===== src/rtl/mul_div_unit.sv =====
// Iterative multiply/divide unit with HI/LO result registers.
// One shift-add or restoring shift-subtract step per clock, WIDTH steps per operation.
module mul_div_unit #(
  parameter int WIDTH = 32
) (
  input  logic             clk,
  input  logic             rst,
  input  logic             start,
  input  logic [1:0]       op,
  input  logic [WIDTH-1:0] operand_a,
  input  logic [WIDTH-1:0] operand_b,
  input  logic             hi_we,
  input  logic             lo_we,
  input  logic [WIDTH-1:0] write_data,
  output logic             busy,
  output logic             done,
  output logic             div_by_zero,
  output logic [WIDTH-1:0] hi,
  output logic [WIDTH-1:0] lo
);

  localparam int CW = $clog2(WIDTH);

  typedef enum logic [1:0] {S_IDLE, S_RUN, S_DONE} state_t;

  function automatic logic [WIDTH-1:0] f_abs(input logic [WIDTH-1:0] v, input logic is_signed);
    return (is_signed && v[WIDTH-1]) ? (~v + 1'b1) : v;
  endfunction

  function automatic logic [WIDTH-1:0] f_neg_w(input logic [WIDTH-1:0] v, input logic en);
    return en ? (~v + 1'b1) : v;
  endfunction

  function automatic logic [2*WIDTH-1:0] f_neg_2w(input logic [2*WIDTH-1:0] v, input logic en);
    return en ? (~v + 1'b1) : v;
  endfunction

  state_t           r_state;
  logic [CW-1:0]    r_cnt;
  logic             r_busy;
  logic             r_done;
  logic             r_dbz;
  logic [WIDTH-1:0] r_hi;
  logic [WIDTH-1:0] r_lo;

  // Datapath registers: loaded on accept, so they carry no reset.
  logic             r_is_div;
  logic             r_neg_lo;
  logic             r_neg_hi;
  logic             r_b_zero;
  logic [WIDTH-1:0] r_a_orig;
  logic [WIDTH-1:0] r_acc;
  logic [WIDTH-1:0] r_mq;
  logic [WIDTH-1:0] r_b;

  logic             w_accept;
  logic             w_signed;
  logic             w_a_neg;
  logic             w_b_neg;
  logic [WIDTH:0]   w_add;
  logic [WIDTH:0]   w_shift;
  logic [WIDTH:0]   w_diff;
  logic [WIDTH-1:0] w_acc_nxt;
  logic [WIDTH-1:0] w_mq_nxt;
  logic [2*WIDTH-1:0] w_prod;
  logic [WIDTH-1:0] w_res_hi;
  logic [WIDTH-1:0] w_res_lo;

  assign w_accept = start && (r_state != S_RUN);
  assign w_signed = ~op[0];
  assign w_a_neg  = w_signed & operand_a[WIDTH-1];
  assign w_b_neg  = w_signed & operand_b[WIDTH-1];

  always_comb begin
    w_add     = {1'b0, r_acc} + (r_mq[0] ? {1'b0, r_b} : '0);
    w_shift   = {r_acc, r_mq[WIDTH-1]};
    w_diff    = w_shift - {1'b0, r_b};
    w_acc_nxt = w_add[WIDTH:1];
    w_mq_nxt  = {w_add[0], r_mq[WIDTH-1:1]};
    if (r_is_div) begin
      // Remainder stays below the divisor, so bit WIDTH of the difference is a clean borrow flag.
      if (!w_diff[WIDTH]) begin
        w_acc_nxt = w_diff[WIDTH-1:0];
        w_mq_nxt  = {r_mq[WIDTH-2:0], 1'b1};
      end else begin
        w_acc_nxt = w_shift[WIDTH-1:0];
        w_mq_nxt  = {r_mq[WIDTH-2:0], 1'b0};
      end
    end
    w_prod   = f_neg_2w({w_acc_nxt, w_mq_nxt}, r_neg_lo);
    w_res_hi = w_prod[2*WIDTH-1:WIDTH];
    w_res_lo = w_prod[WIDTH-1:0];
    if (r_is_div) begin
      if (r_b_zero) begin
        w_res_hi = r_a_orig;
        w_res_lo = '1;
      end else begin
        w_res_hi = f_neg_w(w_acc_nxt, r_neg_hi);
        w_res_lo = f_neg_w(w_mq_nxt, r_neg_lo);
      end
    end
  end

  always_ff @(posedge clk) begin
    if (w_accept) begin
      r_is_div <= op[1];
      r_neg_lo <= w_a_neg ^ w_b_neg;
      r_neg_hi <= w_a_neg;
      r_b_zero <= (operand_b == '0);
      r_a_orig <= operand_a;
      r_acc    <= '0;
      r_mq     <= f_abs(operand_a, w_signed);
      r_b      <= f_abs(operand_b, w_signed);
    end else if (r_state == S_RUN) begin
      r_acc <= w_acc_nxt;
      r_mq  <= w_mq_nxt;
    end
  end

  always_ff @(posedge clk) begin
    if (rst) begin
      r_state <= S_IDLE;
      r_cnt   <= '0;
      r_busy  <= 1'b0;
      r_done  <= 1'b0;
      r_dbz   <= 1'b0;
      r_hi    <= '0;
      r_lo    <= '0;
    end else begin
      case (r_state)
        S_RUN: begin
          r_cnt <= r_cnt + 1'b1;
          if (r_cnt == CW'(WIDTH-1)) begin
            r_hi    <= w_res_hi;
            r_lo    <= w_res_lo;
            r_done  <= 1'b1;
            r_dbz   <= r_is_div & r_b_zero;
            r_busy  <= 1'b0;
            r_state <= S_DONE;
          end
        end
        default: begin
          r_done <= 1'b0;
          r_dbz  <= 1'b0;
          if (hi_we) r_hi <= write_data;
          if (lo_we) r_lo <= write_data;
          if (start) begin
            r_cnt   <= '0;
            r_busy  <= 1'b1;
            r_state <= S_RUN;
          end else begin
            r_state <= S_IDLE;
          end
        end
      endcase
    end
  end

  assign busy        = r_busy;
  assign done        = r_done;
  assign div_by_zero = r_dbz;
  assign hi          = r_hi;
  assign lo          = r_lo;

endmodule


===== config.mk =====
export PLATFORM = sky130hd
export DESIGN_NAME = mul_div_unit
export DESIGN_NICKNAME = d
export VERILOG_FILES = /design/src/rtl/mul_div_unit.sv
export SDC_FILE = /design/constraint.sdc
export NUM_CORES = 1
export LEC_CHECK = 0
export CAP_MARGIN = 30
export CORE_ASPECT_RATIO = 0.75
export CORE_MARGIN = 3
export CORE_UTILIZATION = 59
export DETAILED_ROUTE_END_ITERATION = 12
export PLACE_DENSITY = 0.93
export REMOVE_ABC_BUFFERS = 1
export SLEW_MARGIN = 20
export SYNTH_ARGS = -nofsm -noshare
export SYNTH_HDL_FRONTEND = slang
export SYNTH_SLANG_ARGS = --single-unit
export TNS_END_PERCENT = 30

===== constraint.sdc =====
create_clock -name clk -period 7.9 [get_ports clk]
set_clock_uncertainty 0.1 [all_clocks]
set_input_delay 0.79 -clock clk [delete_from_list [all_inputs] [get_ports clk]]
set_output_delay 0.79 -clock clk [all_outputs]
set_load 0.05 [all_outputs]

* Word level (Yosys, flattened, before mapping)
Index checks and enable logic that the tools add are counted.
** Storage, ports and cells
- Flip-flop bits (word level) :: 206
- Input port bits :: 103
- Output and inout port bits :: 67
- Word-level logic and storage cells :: 80
** Operators by class
- Add/sub/neg operators :: 8
- Equal/unequal tests :: 4
- Muxes and demuxes :: 30
- Bitwise gates (word level) :: 11
- Reductions and logical operators :: 12
** Operators with widths (number)
- two-way mux 32 bit :: 20
- adder 32 x 1 -> 32 bit (second input constant) :: 4
- NOT 32 bit :: 4
- adder 64 x 1 -> 64 bit (second input constant) :: 1
- two-way mux 64 bit :: 1
- NOT 64 bit :: 1
- adder 32 x 32 -> 33 bit :: 1
- subtractor 33 x 32 -> 33 bit :: 1
- logical NOT 32 bit :: 1
- two-way mux 5 bit :: 2
- nonzero test 2 bit :: 4
- AND reduction 2 bit :: 3
- adder 5 x 1 -> 5 bit (second input constant) :: 1
- == test 5 bit (second input constant) :: 1
- two-way mux 1 bit :: 5
- two-way mux 2 bit :: 2
- inequality test 2 x 1 -> 1 bit (second input constant) :: 2
- bitwise AND 1 bit :: 3
- logical AND 1 bit :: 3
- == test 2 x 1 -> 1 bit (second input constant) :: 1
- NOT 1 bit :: 2
- OR reduction 2 bit :: 1
- XOR 1 bit :: 1

* Logic depth before layout (Yosys ltp)
Gate-level depths: netlist (run 1).
- Word-level depth :: 10
- Depth in mapped cells :: 23
- Gate-level depth less buffers :: 21

* Least setup slack after synthesis (run 1)
Ideal clock, no wire load.
- Path type :: register to register
- From :: reg r_is_div
- To :: reg r_hi[28], in the netlist hi[28]
- Setup time :: 0.076 ns
- Arrival :: 5.356 ns
- Data required time :: 7.724 ns
- Slack :: 2.369 ns
- Stages on the path, launching flop included :: 24
- Path buffers :: 12
- Clock period less this slack :: 5.531 ns
- Cell sequence :: edfxtp_1 > buf_2 > buf_2 > buf_2 > buf_4 > buf_2 > buf_2 > buf_2 > buf_2 > buf_1 > clkbuf_1 > mux2i_1 > ha_1 > o21ai_0 > or2_2 > or2_2 > or3_1 > nand2b_1 > clkbuf_1 > clkbuf_1 > nor4_1 > mux2i_1 > o22ai_1 > o22ai_1
** Between the ends
- Word-level cells in the longest chain between the ends :: 8
- Elaborated cells between the ends (all ways) :: 12
- Those cells by class :: add/sub: 2; mux: 8; bitwise: 2
** Ends and longest elaborated chain
- start, declared :: line 47 : logic r_is_div;
- start signal, assigned :: line 106 : r_is_div <= op[1];
- two-way mux 32 bit :: line 80 : if (r_is_div) begin
- NOT 32 bit :: line 31 : return en ? (~v + 1'b1) : v;
- adder 32 x 1 -> 32 bit :: line 31
- two-way mux 32 bit :: line 31
- two-way mux 32 bit :: line 94 : if (r_b_zero) begin
- two-way mux 32 bit * :: line 93 : if (r_is_div) begin
- two-way mux 32 bit * :: line 133 : if (r_cnt == CW'(WIDTH-1)) begin
- two-way mux 32 bit * :: line 130 : case (r_state)
- end signal, assigned :: line 134 : r_hi <= w_res_hi;
- end signal, assigned :: line 145 : if (hi_we) r_hi <= write_data;
- end, declared :: line 43 : logic [WIDTH-1:0] r_hi;
Every way passes the cells marked *; elsewhere a longest branch is shown, timed or not. The select of a mux whose other input is x is not followed.
A chain may end at the register's enable or synchronous reset.

* Worst setup path in the final report (run 1)
- From :: reg r_mq[31]
- To :: reg r_hi[12], in the netlist hi[12]
** Between the ends
- Word-level cells in the longest chain between the ends :: 10
- Elaborated cells between the ends (all ways) :: 15
- Those cells by class :: add/sub: 3; mux: 10; bitwise: 2
** Ends and longest elaborated chain
- start, declared :: line 53 : logic [WIDTH-1:0] r_mq;
- start signal, assigned :: line 112 : r_mq <= f_abs(operand_a, w_signed);
- start signal, assigned :: line 116 : r_mq <= w_mq_nxt;
- subtractor 33 x 32 -> 33 bit :: line 77 : w_diff = w_shift - {1'b0, r_b};
- two-way mux 32 bit :: line 82 : if (!w_diff[WIDTH]) begin
- two-way mux 32 bit :: line 80
- NOT 32 bit :: line 31
- adder 32 x 1 -> 32 bit :: line 31
- two-way mux 32 bit :: line 31
- two-way mux 32 bit :: line 94
- two-way mux 32 bit * :: line 93
- two-way mux 32 bit * :: line 133
- two-way mux 32 bit * :: line 130
Marked as above.

==> run summary, run 1 <==
- **result of the run** completed
- **Initial Util** 60.4%
- **maximum number of pins on one net before global-route repair** 94
- **number of flip-flops and latches in the synthesized netlist** 206
- **minimum clock period** 6.55 ns
- **biggest fanout along the worst timing path** 18
- **dominant combinational cell family by area after synthesis** compound AO/OA/AOI/OAI gates
- **relative slew slack** 33.5%
- **number of global-route vias before repair** 17,074
- **DR iter-0 viols** 2,746
- **max-slew violation total from the final report** 0
- **highest-count cells in the layout ignoring fill and taps** 212 x nand2_1, 212 x a21oi_1, 194 x nor2_1, 168 x clkdlybuf4s50_1, 136 x o21ai_0
- **Synth Flop Type** dfxtp_1
- **TritonCTS Buffers** 25
- **cell with the biggest individual delay on the critical path** nand2b_1
- **mean routed wirelength per cell** 23.9 um
- **clock-pin slew on the worst setup and hold paths** 0.06 ns
- **crit-path cells** inv_1 -> ha_1 -> fa_1 -> nand2b_1 -> a21oi_1 -> o211a_2 -> o211ai_4 -> nand3_1 -> nand2_1 -> a21oi_1 -> ha_1 -> o21ai_0 -> or2_2 -> or2_2 -> or3_1 -> nand2b_1 -> o31ai_1 -> xor2_1 -> a221oi_1 -> o41ai_1
- **Worst Tran Pin Value** 0.973 ns
- **worst-case hold slack** 0.354 ns
- **cell count after synthesis** 2,118
- **Worst IR Drop VDD** 0.187 mV
- **Worst Min Path Start** lo[15]
- **area occupied by multi-input gates** 11,200 um2
- **required time of the worst setup path** 8.22 ns
- **quantity of hold-fixing buffers added after cts** 0
- **Seq/Total Area, Yosys** 30.0%
- **final-layout fill cell count** 2,205
- **synthesized-area fraction occupied by ao, oa, aoi and oai cells** 26.9%
- **routability congestion estimate** 0.993
- **Setup-failing EPs final** 0
- **wire length of the first global-routing pass** 96,500 um
- **number of sinks driven by the clock tree** 206
- **GRT Resource Usage Total** 38.9%
- **P_leak** 7.40 nW
- **Peak Freq** 153 MHz
- **Pre-Repair DR Iteration Count** 7
- **critical path startpoint category** flop
- **IO Count** 170
- **data arrival at the endpoint of the critical path** 6.87 ns
- **count of unique library cells instantiated by Yosys** 103
- **CTS H-tree depth** 1
- **area added between synthesis and finish** 16.3%
- **type of element capturing the critical path** flop
- **Synth async-reset ratio** 0%
- **ratio of total power to cell area** 238 nW/um2
- **register cell area after layout** 5120 um2
- **global-route congestion overflow total** 0
- **largest buffer count on any clock path** 3
- **post-layout util** 70.2%
- **Total Neg Setup Slack** 0 ns
- **post-synthesis xor/xnor area fraction** 9.34%
- **sum of internal, switching and leakage power** 4.72 mW
- **layout cells sized above 1** 5.93%
- **worst setup path startpoint** r_mq[31]
- **slowest cell delay on critical path** 0.57 ns
- **post-CTS repair timing setup buffer count** 0
- **Mean Syn Cell Area** 8.06 um2
- **final WL** 62,900 um
- **Final WS setup** 1.35 ns
- **unrepaired setup endpoints after global routing** false
- **Fin. Hold Viols** 0
- **antenna violations before repair** 2
- **simple-gate area share of the yosys netlist** 21.0%
- **number of standard-cell rows in the floorplan** 53
- **area enclosed by the die boundary** 31,000 um2
- **pre-CTS WS** 1.53 ns
- **kind of critical path** flop to flop
- **half-perimeter wire length after placement** 47,300 um
- **startpoint of the worst-slack reg-to-reg timing path** r_mq[31]
- **horizontal extent of the die** 202 um
- **total of max-cap violations** 0
- **DR DRC count** 0
- **Adder-Cell Fraction of Synth Area** 5.37%
- **net count of the finished layout** 2,399
- **count of flip-flops with a built-in enable after synthesis** 100
- **Port Buffer Count** 169
- **placeable core region** 28,200 um2
- **combined area of all synthesized cells** 17,100 um2
- **post-detailed-route count of antenna-violating nets** 0
- **CTS tree** done
- **cell at the root of the clock tree** clkbuf_16
- **yosys warns** 0
- **Vias** 18,193
- **portion of netlist area occupied by mux cells** 2.96%
- **final worst path period share** 82.9%
- **clock latency reported for the late side of the worst-skew pair** 0.55 ns
- **chip height** 153 um
- **post_cts resized** 0
- **hold crit path type** flop to flop
- **Vias per Instance** 6.93
## critical path: cells and delay by family, from the launching register on
kind / cells / cell delay [ns]
simple gates: 7 / 2.50
compound gates: 8 / 2.26
fa+ha+maj: 3 / 0.87
flops: 1 / 0.40
xor+xnor: 1 / 0.19
buf+inv: 1 / 0.10
## synth_stat cells (8+ instances only)
library cell  number  area [um2]
mux2i_1           41         410
a21oi_1          214        1070
dfxtp_1          106        2120
o21ai_1            8        40.0
o211ai_1          26         195
nor2_1           194         728
nor3_1            56         280
nand2_1          214         803
nor4_1            19         119
xor2_1            90         788
xnor2_1           92         806
a31oi_1           21         131
o22ai_1           13        81.3
ha_1              70         876
a211oi_1          26         195
nand3_1           33         165
o21a_1            16         120
o221ai_1          41         359
nand2b_1          28         175
or2_2             12        75.1
o31ai_1           28         210
nor3b_1            8        60.1
o41ai_1           10        87.6
and3_1            17         106
nand4_1           28         175
a221oi_1          16         140
edfxtp_1         100        3000
a311oi_1           8        70.1
and2_1            44         275
nand3b_1          17         128
a21o_1            30         225
a22o_1            14         123
or3_1             14        87.6
clkbuf_1          85         319
o21ai_0          136         681
buf_2             24         120
inv_1             61         229
nor2b_1            8        50.1
## layout make-up
class                   count  share of cell area [%]
multi-input cells        1726                    56.5
flip-flops and latches    206                    25.8
repair buffers            201                    9.90
clock buffers              36                    3.68
well taps                 385                    2.43
inverters                  64                    1.21
clock inverters             8                   0.467
diodes                      1                  0.0126
## registers in the layout, indices dropped and copies added (netlist names), 2 cells and up
register	count
r_state	2
r_cnt	5
r_a_orig	32
lo	32
r_acc	32
r_b	32
r_mq	32
hi	32
## cell families (layout without fill, tap and decap cells)
family	after synthesis	count (layout)
and+or+nand+nor	729	729
adders and majority gates	72	72
other	0	1
muxes	49	49
xor gates and xnor gates	182	182
DFF	206	206
AOI/OAI and AO/OA	694	694
buffers and inverters	186	309
## report_power, final
| group | leakage, nW | total (mW) | internal, mW | switching (mW) |
|---|---|---|---|---|
| Combinational | 5.16 | 2.16 | 0.759 | 1.40 |
| Clock | 0.402 | 1.20 | 0.705 | 0.492 |
| Sequential | 1.84 | 1.37 | 1.25 | 0.118 |
## final timing paths
kind             to  slack [ns]  depth (start not counted)
max          hi[12]        1.35                         20
min          lo[15]        0.35                          2
max reg2reg  hi[12]        1.35                         20
min reg2reg  lo[15]        0.35                          2
## layer usage
layer  share of wire, %  wire (um)  track usage, %  up-vias
met2                 42      26200            57.6     1445
met4                4.2       2640            13.4        2
met1                 40      24900            54.7     8418
li1                   -          -               -     8086
met5              0.019         12               0        -
met3                 15       9150            11.0      242
## metrics by stage
step | area, um2 | cells
after floorplan | 16500 | 1996
after global placement | 19000 | 2577
after detailed placement | 19000 | 2580
after CTS | 19800 | 2624
after global routing | 19800 | 2626
final | 19800 | 2627
Power figures use the tool's default switching activity.
==> inputs of run 2 (changes only) <==
--- a/config.mk
+++ b/config.mk
@@ -8,9 +8,9 @@
 export CAP_MARGIN = 30
 export CORE_ASPECT_RATIO = 0.75
 export CORE_MARGIN = 3
-export CORE_UTILIZATION = 59
+export CORE_UTILIZATION = 53
 export DETAILED_ROUTE_END_ITERATION = 12
-export PLACE_DENSITY = 0.93
+export PLACE_DENSITY = 0.89
 export REMOVE_ABC_BUFFERS = 1
 export SLEW_MARGIN = 20
 export SYNTH_ARGS = -nofsm -noshare
==> constraint.sdc (replaced) <==
create_clock -name clk -period 5.5 [get_ports clk]
set_clock_uncertainty 0.1 [all_clocks]
set_input_delay 0.55 -clock clk [delete_from_list [all_inputs] [get_ports clk]]
set_output_delay 0.55 -clock clk [all_outputs]
set_load 0.05 [all_outputs]
==> run 2 against run 1 <==
  * Die area grew 11%
  * Cell area grew 1.8%
  * Hold slack lost 0.0052 ns
  * Critical path type unchanged
  * Worst setup slack lost 1.3 ns
  * Final cell count grew 2.6%
==> run summary, run 2 (same netlist as run 1, synthesis figures left out) <==
- **result of the run** completed
- **number of sinks driven by the clock tree** 206, unchanged
- **cell at the root of the clock tree** clkbuf_16
- **cell with the biggest individual delay on the critical path** o211ai_1
- **area enclosed by the die boundary** 34,400 um2, +11%
- **area occupied by multi-input gates** 11,200 um2, +0.33%
- **largest buffer count on any clock path** 3, unchanged
- **max-slew violation total from the final report** 0, unchanged
- **most frequent standard cell in the layout excluding fill and tap cells** nand2_1
- **pre-CTS WS** 0.246 ns, -1.28 ns
- **GRT Resource Usage Total** 36.0%, -2.9 points
- **routability congestion estimate** 1.05, +6.0%
- **CTS tree** done
- **number of standard-cell rows in the floorplan** 56, +5.7%
- **final-layout fill cell count** 2,618, +19%
- **data arrival at the endpoint of the critical path** 5.81 ns, -1.06 ns
- **number of global-route vias before repair** 17,271, +1.2%
- **biggest fanout along the worst timing path** 31, +13
- **worst setup path startpoint** r_mq[0]
- **required time of the worst setup path** 5.89 ns, -2.33 ns
- **global-route congestion overflow total** 0, unchanged
- **kind of critical path** flop to flop
- **Vias** 18,547, +1.9%
- **IO Count** 170, unchanged
- **clock latency reported for the late side of the worst-skew pair** 0.55 ns, about the same
- **CTS H-tree depth** 1, unchanged
- **antenna violations before repair** 2, unchanged
- **Vias per Instance** 6.88, -0.59%
- **final antenna diode count** 0, -1
- **ratio of total power to cell area** 337 nW/um2, +42%
- **total of max-cap violations** 0, unchanged
- **type of element capturing the critical path** flop
- **Worst Tran Pin Value** 0.985 ns, +0.0119 ns
- **mean routed wirelength per cell** 24.1 um, +0.63%
- **unrepaired setup endpoints after global routing** true
- **critical path startpoint category** flop
- **wire length of the first global-routing pass** 97,800 um, +1.4%
- **layout cells sized above 1** 8.35%, +2.4 points
- **relative slew slack** 34.2%, +0.73 points
- **post-detailed-route count of antenna-violating nets** 0, unchanged
- **net count of the finished layout** 2,445, +1.9%
- **post-layout util** 64.2%, -6.0 points
- **Worst Min Path Start** lo[28]
- **chip height** 161 um, +5.3%
- **horizontal extent of the die** 213 um, +5.3%
- **final WL** 64,900 um, +3.2%
- **maximum number of pins on one net before global-route repair** 57, -39%
- **post-CTS repair timing setup buffer count** 0, unchanged
- **Final WS setup** 0.0782 ns, -1.28 ns
- **register cell area after layout** 5120 um2, unchanged
- **Pre-Repair DR Iteration Count** 6, -1
- **Port Buffer Count** 169, unchanged
- **slowest cell delay on critical path** 0.56 ns, about the same
- **Worst IR Drop VDD** 0.266 mV, +42%
- **Initial Util** 54.2%, -6.2 points
- **DR DRC count** 0, unchanged
- **Setup-failing EPs final** 0, unchanged
- **TritonCTS Buffers** 24, -4.0%
- **area added between synthesis and finish** 18.4%
- **startpoint of the worst-slack reg-to-reg timing path** r_mq[0]
- **Peak Freq** 184 MHz, +21%
- **crit-path cells** buf_4 -> and2_1 -> ha_1 -> o211ai_1 -> o211ai_1 -> a31oi_1 -> o31a_1 -> xnor2_1 -> nor3_1 -> a31oi_1 -> a211oi_1 -> nand3_2 -> or3_1 -> o31a_1 -> nor3_1 -> o21a_1
- **Fin. Hold Viols** 0, unchanged
- **P_leak** 7.61 nW, +2.8%
- **placeable core region** 31,500 um2, +11%
- **minimum clock period** 5.42 ns, -1.12 ns
- **hold crit path type** flop to flop
- **DR iter-0 viols** 2,883, +5.0%
- **clock-pin slew on the worst setup and hold paths** 0.07 ns, about the same
- **half-perimeter wire length after placement** 49,500 um, +4.7%
- **highest-count cells in the layout ignoring fill and taps** 213 x nand2_1, 207 x a21oi_1, 194 x nor2_1, 168 x clkdlybuf4s50_1, 136 x o21ai_0
- **final worst path period share** 98.6%, +16 points
## run 2: cell types whose count changed in the layout (fill, tap and decap cells not counted), moves of 2 or more
cell	before	now
a21oi_2	5	10
clkbuf_16	27	25
clkinv_4	0	3
a21oi_1	212	207
inv_6	0	2
nor4_2	1	3
nor4_1	19	17
clkbuf_1	7	4
clkinvlp_4	0	3
buf_4	27	75
## run 2: worst paths after layout
| kind | to | slack (ns) | cells past startpoint |
|---|---|---|---|
| worst max register to register | hi[25] | 0.08 | 16 |
| worst min register to register | lo[28] | 0.35 | 2 |
| worst min-delay path | lo[28] | 0.35 | 2 |
| worst max-delay path | hi[25] | 0.08 | 16 |
## run 2: final cells by class
class	count	area share (%)
Multi-Input combinational cell	1726	55.7
Sequential cell	206	25.4
Timing Repair Buffer	248	11.4
Clock buffer	30	3.24
Tap cell	406	2.51
Inverter	64	1.19
Clock inverter	14	0.588
## run 2: layer usage
layer	GRT usage, %	part of all wire, %
met5	0	0.042
met4	11.0	3.6
met2	52.2	41
met1	51.1	40
met3	11.7	15
## run 2: report_power, final
part / internal, mW / total [mW] / switching (mW)
Clock: 0.901 / 1.63 / 0.734
Combinational: 1.16 / 3.22 / 2.06
Sequential: 1.80 / 1.96 / 0.162
## run 2: worst max-delay path, delay by kind of cell, from the launching register on
kind	cells	cell delay (ns)
buffers and inverters	1	0.27
AND/OR/NAND/NOR	5	1.29
flip-flops	1	0.45
adder cells (fa/ha/maj)	1	0.37
AO/OA/AOI/OAI	8	2.64
XOR/XNOR	1	0.24
## run 2: through the flow
stage | hold slack [ns] | cells | area [um2] | power [mW] | setup TNS [ns]
2_1_floorplan | 0.334 | 1996 | 16500 | 3.99 | -88.32
3_3_place_gp | 0.340 | 2646 | 19300 | 4.97 | 0
3_5_place_dp | 0.344 | 2649 | 19400 | 5.04 | 0
4_1_cts | 0.351 | 2693 | 20200 | 6.66 | 0
5_1_grt | 0.374 | 2694 | 20200 | 7.06 | -0.0202
6_report | 0.349 | 2694 | 20200 | 6.81 | 0
## run 2: what timing repair did
action / 4_1_cts / 5_1_grt
hold buffers: 0 / 0
gates resized for setup: 0 / 9
hold endpoints to repair: 0 / 0
endpoints found under the setup margin: 0 / 9
